File: config.mk
export PLATFORM = sky130hd
export DESIGN_NAME = uart_transmitter_flat
export DESIGN_NICKNAME = d
export VERILOG_FILES = /design/src/rtl/uart_transmitter_pkg.sv /design/src/rtl/uart_transmitter_if.sv /design/src/rtl/uart_baud_gen.sv /design/src/rtl/uart_transmitter.sv /design/src/flat_wrapper.sv
export SDC_FILE = /design/constraint.sdc
export NUM_CORES = 1
export LEC_CHECK = 0
export BUFFER_PORTS_ARGS = -buffer_cell sky130_fd_sc_hd__buf_2
export CAP_MARGIN = 15
export CORE_MARGIN = 10
export CORE_UTILIZATION = 30
export CTS_BUF_LIST = sky130_fd_sc_hd__clkbuf_8
export DETAILED_ROUTE_END_ITERATION = 7
export HOLD_SLACK_MARGIN = 0.12
export PLACE_DENSITY = 0.59
export SLEW_MARGIN = 20
export SYNTH_ARGS = -nofsm -noshare
export SYNTH_HDL_FRONTEND = slang
export SYNTH_SLANG_ARGS = --single-unit
File: constraint.sdc
create_clock -name Clock -period 1.8 [get_ports Clock]
set_input_delay 0.36 -clock Clock [delete_from_list [all_inputs] [get_ports Clock]]
set_output_delay 0.36 -clock Clock [all_outputs]
set_load 0.01 [all_outputs]
File: src/rtl/uart_transmitter_pkg.sv
// Shared constants and helpers for the UART transmit path.
//   - FSM state encodings (legacy-compatible logic vectors)
//   - line-level bit values and frame geometry
//   - MMIO addresses software uses to reach the transmitter
//   - frame_of(): builds the 10-bit {stop, data, start} shift image
package uart_transmitter_pkg;

    // FSM state encodings
    localparam logic [1:0] ST_IDLE  = 2'd0;
    localparam logic [1:0] ST_START = 2'd1;
    localparam logic [1:0] ST_DATA  = 2'd2;
    localparam logic [1:0] ST_STOP  = 2'd3;

    // Line levels and frame geometry (8N1)
    localparam logic        START_BIT  = 1'b0;
    localparam logic        STOP_BIT   = 1'b1;
    localparam int unsigned DATA_BITS  = 8;
    localparam int unsigned FRAME_BITS = DATA_BITS + 2;

    // Memory-mapped register addresses
    localparam logic [31:0] UART_TX_DATA   = 32'h8000_0008;
    localparam logic [31:0] UART_TX_STATUS = 32'h8000_0004;

    // Shift image of a frame; bit 0 goes on the line first.
    function automatic logic [FRAME_BITS-1:0] frame_of(input logic [DATA_BITS-1:0] b);
        return {STOP_BIT, b, START_BIT};
    endfunction

endpackage

File: src/rtl/uart_transmitter_if.sv
// Byte handshake between the CPU store path and the UART transmitter.
//   DataIn       byte to send, meaningful only on an accepted transfer
//   DataInValid  producer has a byte on DataIn
//   DataInReady  transmitter can take a byte this cycle
// A transfer happens on a rising edge where DataInValid && DataInReady.
interface uart_transmitter_if;
    logic [7:0] DataIn;
    logic       DataInValid;
    logic       DataInReady;

    modport master (
        output DataIn,
        output DataInValid,
        input  DataInReady
    );

    modport slave (
        input  DataIn,
        input  DataInValid,
        output DataInReady
    );
endinterface

File: src/rtl/uart_baud_gen.sv
// Bit-period timer shared by the UART transmit and receive paths.
// Counts 0..CyclesPerBit-1 and wraps; BitDone is high on the last cycle of
// each period. Clear restarts the count at 0 on the following edge.
// Ports:
//   Clock    core clock
//   Reset    synchronous, active-high
//   Clear    restart the bit period
//   BitDone  combinational, last cycle of the current bit period
module uart_baud_gen #(
    parameter int unsigned CyclesPerBit = 434
) (
    input  logic Clock,
    input  logic Reset,
    input  logic Clear,
    output logic BitDone
);

    localparam int unsigned TimerW = (CyclesPerBit > 1) ? $clog2(CyclesPerBit) : 1;

    logic [TimerW-1:0] count_q;
    logic [TimerW-1:0] count_d;

    assign BitDone = (count_q == TimerW'(CyclesPerBit - 1));

    // Next count: clear wins, otherwise wrap at the end of the period
    always_comb begin
        count_d = count_q;
        if (Clear) begin
            count_d = '0;
        end else if (BitDone) begin
            count_d = '0;
        end else begin
            count_d = count_q + TimerW'(1);
        end
    end

    // Count register
    always_ff @(posedge Clock) begin
        if (Reset) begin
            count_q <= '0;
        end else begin
            count_q <= count_d;
        end
    end

endmodule

File: src/rtl/uart_transmitter.sv
// Serial transmit end of the memory-mapped UART (8N1).
// Accepts bytes over a ready/valid handshake, keeps one byte in a holding
// register while another shifts, and drives the line from a 10-bit shifter.
// Ports:
//   Clock    core clock, all state updates on the rising edge
//   Reset    synchronous, active-high; aborts any frame in flight
//   tx       byte handshake (slave side)
//   SOut     registered serial line, idles high
//   Busy     registered; shifter active or holding register full
module uart_transmitter
    import uart_transmitter_pkg::*;
#(
    parameter int unsigned ClockFreq = 50_000_000,
    parameter int unsigned BaudRate  = 115_200
) (
    input  logic                 Clock,
    input  logic                 Reset,
    uart_transmitter_if.slave    tx,
    output logic                 SOut,
    output logic                 Busy
);

    localparam int unsigned CyclesPerBit = ClockFreq / BaudRate;

    logic [1:0]            state_q,     state_d;
    logic [FRAME_BITS-1:0] shift_q,     shift_d;
    logic [2:0]            bit_cnt_q,   bit_cnt_d;
    logic [7:0]            hold_q,      hold_d;
    logic                  hold_full_q, hold_full_d;
    logic                  busy_q,      busy_d;

    logic                  ready;
    logic                  accept;
    logic                  direct;
    logic                  load;
    logic [7:0]            load_byte;
    logic                  bit_done;

    // Ready never overlaps a full hold, so accept and drain never coincide
    assign ready          = !hold_full_q && !Reset;
    assign tx.DataInReady = ready;

    // Line bit is the bottom of the shifter; idle shifter is all ones
    assign SOut = shift_q[0];
    assign Busy = busy_q;

    uart_baud_gen #(
        .CyclesPerBit (CyclesPerBit)
    ) u_baud_gen (
        .Clock   (Clock),
        .Reset   (Reset),
        .Clear   (load),
        .BitDone (bit_done)
    );

    // Next-state, shifter, bit counter and holding register
    always_comb begin
        state_d     = state_q;
        shift_d     = shift_q;
        bit_cnt_d   = bit_cnt_q;
        hold_d      = hold_q;
        hold_full_d = hold_full_q;
        load        = 1'b0;
        load_byte   = tx.DataIn;

        accept = tx.DataInValid && ready;
        // A byte goes straight to the shifter when it would otherwise sit
        // idle: nothing running, or the stop bit ending with an empty hold.
        direct = accept && ((state_q == ST_IDLE) ||
                            ((state_q == ST_STOP) && bit_done));

        if (accept && !direct) begin
            hold_d      = tx.DataIn;
            hold_full_d = 1'b1;
        end

        case (state_q)
            ST_IDLE: begin
                if (direct) begin
                    load = 1'b1;
                end
            end
            ST_START: begin
                if (bit_done) begin
                    shift_d   = {STOP_BIT, shift_q[FRAME_BITS-1:1]};
                    bit_cnt_d = 3'd0;
                    state_d   = ST_DATA;
                end
            end
            ST_DATA: begin
                if (bit_done) begin
                    shift_d = {STOP_BIT, shift_q[FRAME_BITS-1:1]};
                    if (bit_cnt_q == 3'(DATA_BITS - 1)) begin
                        state_d = ST_STOP;
                    end else begin
                        bit_cnt_d = bit_cnt_q + 3'd1;
                    end
                end
            end
            ST_STOP: begin
                if (bit_done) begin
                    if (hold_full_q) begin
                        // Back-to-back frame from the holding register
                        load        = 1'b1;
                        load_byte   = hold_q;
                        hold_full_d = 1'b0;
                    end else if (direct) begin
                        load = 1'b1;
                    end else begin
                        shift_d = {STOP_BIT, shift_q[FRAME_BITS-1:1]};
                        state_d = ST_IDLE;
                    end
                end
            end
            default: begin
                state_d = ST_IDLE;
            end
        endcase

        // Loading a frame always starts with the start bit and a fresh timer
        if (load) begin
            shift_d   = frame_of(load_byte);
            bit_cnt_d = 3'd0;
            state_d   = ST_START;
        end

        busy_d = (state_d != ST_IDLE) || hold_full_d;
    end

    // State registers; reset discards any frame and the holding byte
    always_ff @(posedge Clock) begin
        if (Reset) begin
            state_q     <= ST_IDLE;
            shift_q     <= '1;
            bit_cnt_q   <= 3'd0;
            hold_q      <= 8'd0;
            hold_full_q <= 1'b0;
            busy_q      <= 1'b0;
        end else begin
            state_q     <= state_d;
            shift_q     <= shift_d;
            bit_cnt_q   <= bit_cnt_d;
            hold_q      <= hold_d;
            hold_full_q <= hold_full_d;
            busy_q      <= busy_d;
        end
    end

endmodule

File: src/flat_wrapper.sv
// flat-port wrapper written by rule: the top's interface ports become plain ports
module uart_transmitter_flat import uart_transmitter_pkg::*;
#(
    parameter int unsigned ClockFreq = 50_000_000,
    parameter int unsigned BaudRate  = 115_200
)
  (Clock, Reset, SOut, Busy, tx_DataIn, tx_DataInValid, tx_DataInReady);
  uart_transmitter_if tx_i ();
  input  logic Clock;
  input  logic Reset;
  output logic SOut;
  output logic Busy;
  input wire logic [$bits(tx_i.DataIn)-1:0] tx_DataIn;
  input wire logic [$bits(tx_i.DataInValid)-1:0] tx_DataInValid;
  output wire logic [$bits(tx_i.DataInReady)-1:0] tx_DataInReady;
  assign tx_i.DataIn = tx_DataIn;
  assign tx_i.DataInValid = tx_DataInValid;
  assign tx_DataInReady = tx_i.DataInReady;
  uart_transmitter #(.ClockFreq(ClockFreq), .BaudRate(BaudRate)) u_core (.Clock(Clock), .Reset(Reset), .tx(tx_i), .SOut(SOut), .Busy(Busy));
endmodule
==> impl_metrics.env <==
export IMPL_netlist_cell_type_count=45
export IMPL_layoutNonFillerInstCount=299
export IMPL_p_sw_share_pct=25.7
export IMPL_setup_worst_path_end_class="register"
export IMPL_hold_depth=3
export IMPL_outcome="finished with violations"
export IMPL_critical_path_cell_chain="inv_2, ha_4, nand4b_2, buf_4, o21ai_1, a2bb2oi_2, nor4_2, a221oi_2"
export IMPL_critical_path_max_fanout=7
export IMPL_max_vdd_ir_drop_uv=306
export IMPL_p_seq_share_pct=51.4
export IMPL_switching_power_mw=0.380
export IMPL_final_common_cell="dfxtp_1"
export IMPL_critical_path_class="reg2reg"
export IMPL_cts_sinks=33
export IMPL_cp_required_ns=1.95
export IMPL_violations="negative setup slack"
export IMPL_ios=14
export IMPL_drtIter0Drc=111
export IMPL_fmax_ghz=0.545
export IMPL_fin_crit_sh_pct=102
export IMPL_yosysTopAreaCellShare_pct=37.9
export IMPL_wl_um=4090
export IMPL_clockBufferDepth=2
export IMPL_place_congestion=0.834
export IMPL_skew_ns=0.00547
export IMPL_power_internal_mw=1.10
export IMPL_syn_area_per_cell_um2=9.69
export IMPL_drv_slew=0
export IMPL_synth_area_mm2=0.00174
export IMPL_antenna_found_initial=0
export IMPL_hp_start="tx_DataIn[5]"
export IMPL_grt_pass1_wl_um=6130
export IMPL_rows=27
export IMPL_netlist_instances=180
export IMPL_initial_core_util_pct=31.3
export IMPL_synth_area_leaders="dfxtp_1 38%, mux2i_1 11%, ha_1 6.5%"
export IMPL_postSynth_asyncResetShare_pct=0
export IMPL_rsz0062_at_grt="true"
export IMPL_die_y_um=96.3
export IMPL_cp_slowest_cell="o21ai_1"
export IMPL_p_per_area_mw_per_mm2=626
export IMPL_die_area_mm2=0.00926
export IMPL_syn_nets=200
export IMPL_clkLatencyLatePin_ns=0.28
export IMPL_setup_violations=2
export IMPL_worst_pin_slew_ns=0.436
export IMPL_yosysWarnings=0
export IMPL_grt_pass1_vias=1334
export IMPL_fin_ws_ns=-0.0338
export IMPL_stdcell_area_mm2=0.00237
export IMPL_max_slew_margin_pct=70.9
export IMPL_dp_hpwl_um=2680
export IMPL_hold_end="u_core.hold_q[5]$_SDFFE_PP0P_"
export IMPL_synth_seq_area_share_pct=37.9
export IMPL_fin_nets=246
export IMPL_postRouteAntennaNets=0
export IMPL_dp_cells=282
export IMPL_cts_root_buf="clkbuf_8"
export IMPL_finalCriticalPeriod_ns=1.83
export IMPL_rr_worst_depth=8
export IMPL_clk_pin_slew_ns=0.07
export IMPL_clkPwrFrac_pct=36.6
export IMPL_dr_pass1_iters=4
export IMPL_nFillCells=539
export IMPL_viasPerCell=4.92
export IMPL_htreeDepth=2
export IMPL_most_common_layout_cells="29 x dfxtp_1, 27 x buf_4, 21 x nor2_1"
export IMPL_regToRegSetupSlack_ns=-0.03
export IMPL_drc=0
export IMPL_cp_slowest_stage_delay_ns=0.33
export IMPL_io_buffer_count=13
export IMPL_die_w_um=96.3
export IMPL_syn_to_final_growth_pct=35.7
export IMPL_synth_top_area_cell="dfxtp_1"
export IMPL_synth_seq_cells=33
export IMPL_hold_viol=0
export IMPL_antennaDiodeCount=0
export IMPL_synth_flop_cell="dfxtp_1"
export IMPL_cts_tree="done"
export IMPL_cts_made_buffers=5
export IMPL_placed_cell_area_mm2=0.00207
export IMPL_routedWlPerCell_um=13.7
export IMPL_reg2reg_to="u_core.shift_q[3]$_SDFFE_PP1P_"
export IMPL_drive_above_1_share_pct=41.0
export IMPL_hold_class="in2reg"
export IMPL_p_comb_share_pct=11.9
export IMPL_leakagePower_nw=0.975
export IMPL_grt_usage_pct=8.26
export IMPL_grt_ovfl_total=0
export IMPL_worstSetupStartpointType="register"
export IMPL_path_delay_family="compound AO/OA/AOI/OAI gates"
export IMPL_core_area_mm2=0.00557
export IMPL_synth_edff_count=0
export IMPL_cp_arrival_ns=1.98
export IMPL_vias=1471
export IMPL_timing_rr_start="u_core.u_baud_gen.count_q[1]$_SDFF_PP0_"
export IMPL_cp_num_buf_inv=2
export IMPL_grt_max_degree=29
export IMPL_max_cap_viol_count=0
export IMPL_dp_worst_setup_slack_ns=-0.0518
==> tightest hold or removal path, delay by kind of cell <==
family / cells / cell delay (ns)
buffers and inverters: 1 / 0.09
and+or+nand+nor: 1 / 0.07
muxes: 1 / 0.06
==> flip-flops by register name (all words and copies together) (netlist names) <==
register,flops
u_core.state_q,2
u_core.u_baud_gen.count_q,9
u_core.shift_q,9
u_core.hold_q,8
u_core.Busy,1
u_core.bit_cnt_q,3
u_core.hold_full_q,1
==> power by group through the flow <==
stage	Sequential [mW]	Combinational [mW]	Clock [mW]
6_report	0.762	0.177	0.543
5_1_grt	0.764	0.194	0.601
2_1_floorplan	0.778	0.0898	0
4_1_cts	0.762	0.143	0.560
3_3_place_gp	0.779	0.140	0
3_5_place_dp	0.779	0.142	0
==> final cells by class <==
class                   count  area [µm²]  share of cell area [%]
clock buffers               5        68.8                    2.91
inverters                   8        30.0                    1.27
well taps                  72        90.1                    3.81
repair buffers             45         347                    14.6
multi-input cells         133        1140                    48.4
clock inverters             3        17.5                   0.740
flip-flops and latches     33         668                    28.2
==> synth_stat cells (2+ instances only) <==
master    instances
dfxtp_1          33
nor2_1           28
mux2i_1          20
nor3_1           12
ha_1              9
inv_1             8
nor4_1            6
a221oi_1          5
xnor2_1           5
nand2_1           4
and3_1            3
clkbuf_1          3
nand3_1           3
o21ai_0           3
a21boi_0          2
a21oi_1           2
a22oi_1           2
a31oi_1           2
buf_2             2
buf_6             2
xor2_1            2
==> per-stage QoR <==
step	util, %	total power, mW	hold WS, ns	TNS, ns
floorplan	-	0.868	0.440	0
global placement	37.2	0.919	0.473	-0.0904
detailed placement	37.2	0.921	0.484	-0.257
CTS	38.8	1.46	0.327	-0.0721
global route	42.4	1.56	0.334	-0.873
finish	42.4	1.48	0.327	-0.0381
==> cells by family (layout without fill, tap and decap cells) <==
group,count (synthesis),count (layout),synth area share (%)
AO/OA/AOI/OAI,25,26,12.1
XOR/XNOR,7,7,3.52
adder cells (fa/ha/maj),9,9,6.46
buffers and inverters,16,61,4.66
flip-flops,33,33,37.9
multiplexers,21,21,12.1
AND/OR/NAND/NOR,69,70,23.2
==> worst max-delay path by stage <==
stage               cells past startpoint                                     from                        endpoint  slack, ns
floorplan                               7  u_core.u_baud_gen.count_q[0]$_SDFF_PP0_  u_core.shift_q[3]$_SDFFE_PP1P_      0.004
detailed placement                      5                                    Reset          u_core.Busy$_SDFF_PP0_      -0.05
finish                                  8  u_core.u_baud_gen.count_q[1]$_SDFF_PP0_  u_core.shift_q[3]$_SDFFE_PP1P_      -0.03
CTS                                     8  u_core.u_baud_gen.count_q[1]$_SDFF_PP0_          u_core.Busy$_SDFF_PP0_      -0.03
global placement                        5                                    Reset          u_core.Busy$_SDFF_PP0_      -0.03
global route                            8  u_core.u_baud_gen.count_q[1]$_SDFF_PP0_  u_core.shift_q[3]$_SDFFE_PP1P_      -0.09
==> layer usage <==
layer	routed length, µm	global-route usage [%]	vias to the layer above
met5	0	0	-
met2	1940	12.6	27
met4	102	5.53	0
met3	156	2.10	7
li1	-	-	750
met1	1890	10.1	687
==> repair_timing <==
action	4_1_cts	5_1_grt
pin swaps	1	19
setup buffers	0	6
gates cloned	0	3
hold buffers	0	0
endpoints found under the setup margin	6	27
resized for setup	0	29
hold endpoints to repair	0	0
Power figures use the tool's default switching activity.
